<file path="src/rtl/event_fifo.sv">
// event_fifo: first-word-fall-through event FIFO with drop counter and soft flush.
// Define EVENT_FIFO_IRQ_EN to enable the hysteresis fill-level interrupt (irq ties to 0 otherwise).
module event_fifo #(
    parameter int FIFO_AWIDTH = 4,
    parameter int RF_WIDTH    = 32
) (
    input  logic                   clk,
    input  logic                   rst,
    input  logic                   evt_valid,
    input  logic [RF_WIDTH-1:0]    evt_data,
    output logic                   evt_ready,
    input  logic                   fifo_rst_n,
    input  logic                   fifo_rd_en,
    output logic [RF_WIDTH-1:0]    fifo_rd_data,
    output logic [FIFO_AWIDTH-1:0] fifo_numel,
    input  logic [FIFO_AWIDTH-1:0] irq_assert_thresh,
    input  logic [FIFO_AWIDTH-1:0] irq_deassert_thresh,
    output logic                   irq,
    output logic [15:0]            drop_cnt
);
    localparam logic [FIFO_AWIDTH-1:0] CAP = '1;

    logic [RF_WIDTH-1:0]    mem [2**FIFO_AWIDTH];
    logic [FIFO_AWIDTH-1:0] wptr, rptr;
    logic                   wr, pop;

    // One slot is sacrificed so the pointer difference is the occupancy.
    assign fifo_numel   = wptr - rptr;
    assign evt_ready    = fifo_numel != CAP;
    assign wr           = evt_valid && evt_ready;
    assign pop          = fifo_rd_en && fifo_numel != '0;
    assign fifo_rd_data = mem[rptr];

    always_ff @(posedge clk) begin
        if (rst || !fifo_rst_n) begin
            wptr     <= '0;
            rptr     <= '0;
            drop_cnt <= '0;
        end else begin
            if (wr) wptr <= wptr + 1'b1;
            if (pop) rptr <= rptr + 1'b1;
            if (evt_valid && !evt_ready && drop_cnt != 16'hFFFF) drop_cnt <= drop_cnt + 16'd1;
        end
    end

    always_ff @(posedge clk) begin
        if (!rst && fifo_rst_n && wr) mem[wptr] <= evt_data;
    end

`ifdef EVENT_FIFO_IRQ_EN
    always_ff @(posedge clk) begin
        if (rst || !fifo_rst_n) irq <= 1'b0;
        else if (irq_assert_thresh != '0 && fifo_numel >= irq_assert_thresh) irq <= 1'b1;
        else if (fifo_numel <= irq_deassert_thresh) irq <= 1'b0;
    end
`else
    logic unused_thresh;
    assign unused_thresh = ^{irq_assert_thresh, irq_deassert_thresh};
    assign irq = 1'b0;
`endif
endmodule

</file>
<file path="config.mk">
export PLATFORM = sky130hd
export DESIGN_NAME = event_fifo
export DESIGN_NICKNAME = d
export VERILOG_FILES = /design/src/rtl/event_fifo.sv
export SDC_FILE = /design/constraint.sdc
export NUM_CORES = 1
export LEC_CHECK = 0
export BUFFER_PORTS_ARGS = -buffer_cell sky130_fd_sc_hd__buf_2
export CAP_MARGIN = 20
export CORE_ASPECT_RATIO = 1.5
export CORE_UTILIZATION = 46
export CTS_BUF_LIST = sky130_fd_sc_hd__clkbuf_16
export CTS_CLUSTER_DIAMETER = 200
export DETAILED_ROUTE_END_ITERATION = 8
export PLACE_DENSITY_LB_ADDON = 0.12
export SYNTH_ARGS = -nofsm -noshare
export SYNTH_HDL_FRONTEND = slang
export SYNTH_SLANG_ARGS = --single-unit
</file>
<file path="constraint.sdc">
create_clock -name clk -period 3.6 [get_ports clk]
set_input_delay 0.72 -clock clk [delete_from_list [all_inputs] [get_ports clk]]
set_output_delay 0.72 -clock clk [all_outputs]
set_load 0.005 [all_outputs]
</file>
### Yosys cells after proc, flatten, opt, wreduce, memory -nomap -nowiden

Memory sizes are Yosys's and may differ from the RTL's. A register that Yosys moved wholly into a read port is not among the register bits.
Cells that the tools add are included.

* register bits: 24
* RAM bits: 512
* bits of input ports: 45
* logic and storage cells: 25
* memories: 1

Memories
* mem: words 16, width 32, read ports 1, clocked after Yosys merged registers in 1, write ports 1, line 23 `logic [RF_WIDTH-1:0] mem [2**FIFO_AWIDTH];`

* $add $sub $neg: 4
* equality and inequality tests: 2
* multiplexer cells: 4
* reductions and logical operators: 11

Operator list (count)
* $add A16 B1 Y16 const B: 1
* $ne A16 B16 Y1 const B: 1
* $add A4 B1 Y4 const B: 2
* $mux W4: 2
* $logic_and A1 B1 Y1: 6
* $ne A4 B4 Y1 const B: 1
* $reduce_bool A4 Y1: 1
* $sub A4 B4 Y4: 1
* $logic_not A1 Y1: 3
* $mux W1: 2
* $logic_or A1 B1 Y1: 1

### Logic depth before layout (Yosys ltp)

* word-level depth: 6
* depth in mapped cells: 10
* mapped depth without buffers: 9

### Worst setup path after synthesis

No wires, ideal clock.

* kind: register to register
* start point: register wptr[0]
* end point: memory mem[3][0] (enable)
* arrival time: 2.905 ns
* slack: 0.303 ns
* cell stages (with the launch flop): 10
* buffers on the path: 1
* clock period less this slack: 3.297 ns
* cell sequence: dfxtp_1 inv_1 ha_1 inv_1 fa_1 xor2_2 and3_4 a31oi_1 clkbuf_1 and3_1

* cells in the longest elaborated chain, start to end: 6

RTL lines
* start, declared: line 24 `logic [FIFO_AWIDTH-1:0] wptr, rptr;`
* start signal, assigned: line 40 `if (wr) wptr <= wptr + 1'b1;`
* $sub A4 B4 Y4: line 28 `assign fifo_numel = wptr - rptr;`
* via fifo_numel[2]: line 15 `output logic [FIFO_AWIDTH-1:0] fifo_numel,`
* $ne A4 B4 Y1: line 29 `assign evt_ready = fifo_numel != CAP;`
* $logic_and A1 B1 Y1: line 30 `assign wr = evt_valid && evt_ready;`
* $logic_and A1 B1 Y1: line 47 `if (!rst && fifo_rst_n && wr) mem[wptr] <= evt_data;`
* $mux W1: line 47
* $mux W1 (not written as such): line 47
* end, declared: line 23

The timed path passes the listed nets, and every way through them passes these cells.

==> flow_summary_export.csv <==
group,metric,value,unit
clock_tree,clk_latency,0.58,ns
setup_path,endpoint_kind,"output pin",
synthesis,syn_area,0.0208,mm^2
setup_path,crit_fanout,41,
sta,fin_setup_tns,0,ns
layout,drive_gt1_share,36.4,%
clock_tree,cts_hold_buf,0,
layout,fillCellCount,3485,
die,die_y,263,um
clock_tree,post_cts_buffers,0,
clock_tree,cts_buffer_depth,3,
layout,nets,1102,
clock_tree,cts_resized,0,
sta,maxClockFrequency,0.291,GHz
synthesis,syn_nets,961,
synthesis,yosys.area.top_type_share,73.8,%
die,core,0.0447,mm^2
global_routing,grt_max_degree,50,
detailed_routing,wl_per_cell,26.2,um
synthesis,netlist_instances,906,
placed_design,hpwl,24300,um
detailed_routing,vias,9625,
sta,hold_viol,0,
sta,finalCritPeriodShare,95.5,%
sta,worst_pin_slew,0.826,ns
clock_tree,htree_levels,2,
layout,multi_input_area,0.00469,mm^2
die,initial_core_util,46.6,%
synthesis,synth_cell_type_count,49,
sta,fin_skew,0.0212,ns
sta,fin_ws,0.163,ns
detailed_routing,wl_met1,18000,um
setup_path,cp_data_required_time,2.88,ns
sta,period_needed,3.44,ns
outcome,status,"completed",
detailed_routing,wirelength,43700,um
pwr,finalPower,12300,uW
die,die-area,0.0462,mm^2
synthesis,ys_warn_count,0,
global_routing,grt_pass1_wl,65200,um
clock_tree,cts-buffers-inserted,50,
placed_design,placed_cell_area,0.0224,mm^2
global_routing,gr-total-overflow,0,
detailed_routing,via_per_inst,5.76,
clock_tree,clkTransAtPathRegs,0.06,ns
die,io_pins,99,
synthesis,synth_area_per_cell,23.0,um^2
setup_path,cp.arrival,2.72,ns
detailed_routing,drc,0,
detailed_routing,wl_met3,1600,um
detailed_routing,drtIter0Drc,674,
placed_design,io_buffers,89,
placed_design,place_congestion,0.724,
synthesis,synth.largest_area_cell,"edfxtp_1",
die,fp-row-count,95,
detailed_routing,top_layer,"met5",
sta,finalSetupViolCount,0,
pwr,p_per_area,514,mW/mm^2
sta,maxSlewHeadroom,44.5,%
layout,seq_area,0.0159,mm^2
layout,syn2layout_area_growth,15.0,%
detailed_routing,ant_nets,0,
clock_tree,cts.sinks,540,
setup_path,r2r_slack,0.49,ns
synthesis,seq_area_frac_synth,76.5,%
clock_tree,clockRootBuffer,"clkbuf_16",
sta,drv_slew,0,
layout,fin_area,0.0240,mm^2
synthesis,ys_async_sr_fraction,0,%
synthesis,synth_most_common_cell,"edfxtp_1",
hold_path,min_path_type,"reg2reg",
placed_design,dp_slack,0.479,ns
die,die_w,176,um
setup_path,crit_type,"reg2out",
clock_tree,tritoncts,"yes",
synthesis,synth_edf_count,512,
pwr,p_leak,0.00754,uW
synthesis,synth_seq_cells,540,
global_routing,grt_usage,19.6,%
detailed_routing,wl_met2,23100,um
setup_path,setup.worst_path.start_class,"flip-flop",
detailed_routing,drtPass1Iterations,5,
synthesis,synth_commonest_cells,"512 x edfxtp_1, 160 x mux4_2, 28 x dfxtp_1, 23 x clkbuf_1",
global_routing,grt_pass1_vias,10256,
sta,rsz0062_at_grt,"false",
synthesis,synth_flop_cell,"edfxtp_1",
global_routing,antenna_found_initial,3,
synthesis,synthTopCellsByArea,"edfxtp_1 74%, mux4_2 17%, dfxtp_1 2.7%",
flow_run,drv_cap,0,
pwr,ir_worst_vdd,323,uV
[per-layer routing]
| layer | vias to the layer above | track usage, % |
|---|---|---|
| li1 | 4164 | - |
| met1 | 5184 | 25.5 |
| met2 | 205 | 34.2 |
| met3 | 68 | 2.68 |
| met4 | 4 | 5.73 |
| met5 | - | 0 |
[kinds of logic after synthesis]
group,share of synthesized area [%]
and+or+nand+nor,2.59
AOI/OAI and AO/OA,1.37
DFF,76.5
adders and majority gates,0.636
muxes,17.5
other,0.0180
xor gates and xnor gates,0.330
buffers and inverters,1.10
[worst paths after layout]
kind                                    from               to  cells after the start
worst max-delay path               flip-flop  fifo_rd_data[6]                      4
worst min-delay path            drop_cnt[15]     drop_cnt[15]                      2
worst max register to register       wptr[0]       mem[11][4]                     11
worst min register to register  drop_cnt[15]     drop_cnt[15]                      2
[stage by stage]
step	utilization, %	hold WS [ns]	std cells
after floorplan	-	0.474	906
after global placement	50.2	0.474	1577
after detailed placement	50.2	0.487	1577
after CTS	53.6	0.485	1669
after global routing	53.6	0.507	1669
final	53.6	0.498	1670
[critical path, stage by stage, from the launching register on]
cell	delay, ns
dfxtp_4	0.50
buf_12	0.35
mux4_2	0.56
mux4_2	0.55
buf_2	0.16
[power breakdown]
part           switching, uW  internal, uW  total (uW)
registers               11.1          6880        6890
logic                    218           189         407
clock network           2240          2780        5020
[registers in the layout (all words and copies together), names as in the netlist, named ones only]
name / flops
mem: 512
drop_cnt: 16
rptr: 4
wptr: 4
[cell type report]
class,count,share of cell area [%]
Clock buffer,51,5.32
Clock inverter,41,1.11
Inverter,9,0.141
Antenna cell,1,0.0104
Sequential cell,540,66.5
Tap cell,582,3.04
Multi-Input combinational cell,314,19.6
Timing Repair Buffer,132,4.25
[cells in the final DEF, fill, tap and decap left out, types with 4 or more instances in the layout]
cell type,instances
mux4_2,160
mux2i_1,4
ha_1,9
and2_2,8
or4_1,5
nand2b_1,6
clkinv_1,13
clkbuf_16,51
nor2_1,11
inv_1,17
nand4_1,6
buf_4,23
and4_1,4
dfxtp_1,24
a31oi_1,5
nand2_1,15
buf_2,89
edfxtp_1,512
and3_2,9
buf_12,20
a21oi_1,12
clkinv_2,13
nand3_1,11
o21ai_0,6
o31ai_1,6
xnor2_1,4
(Power assumes the default switching activity.)
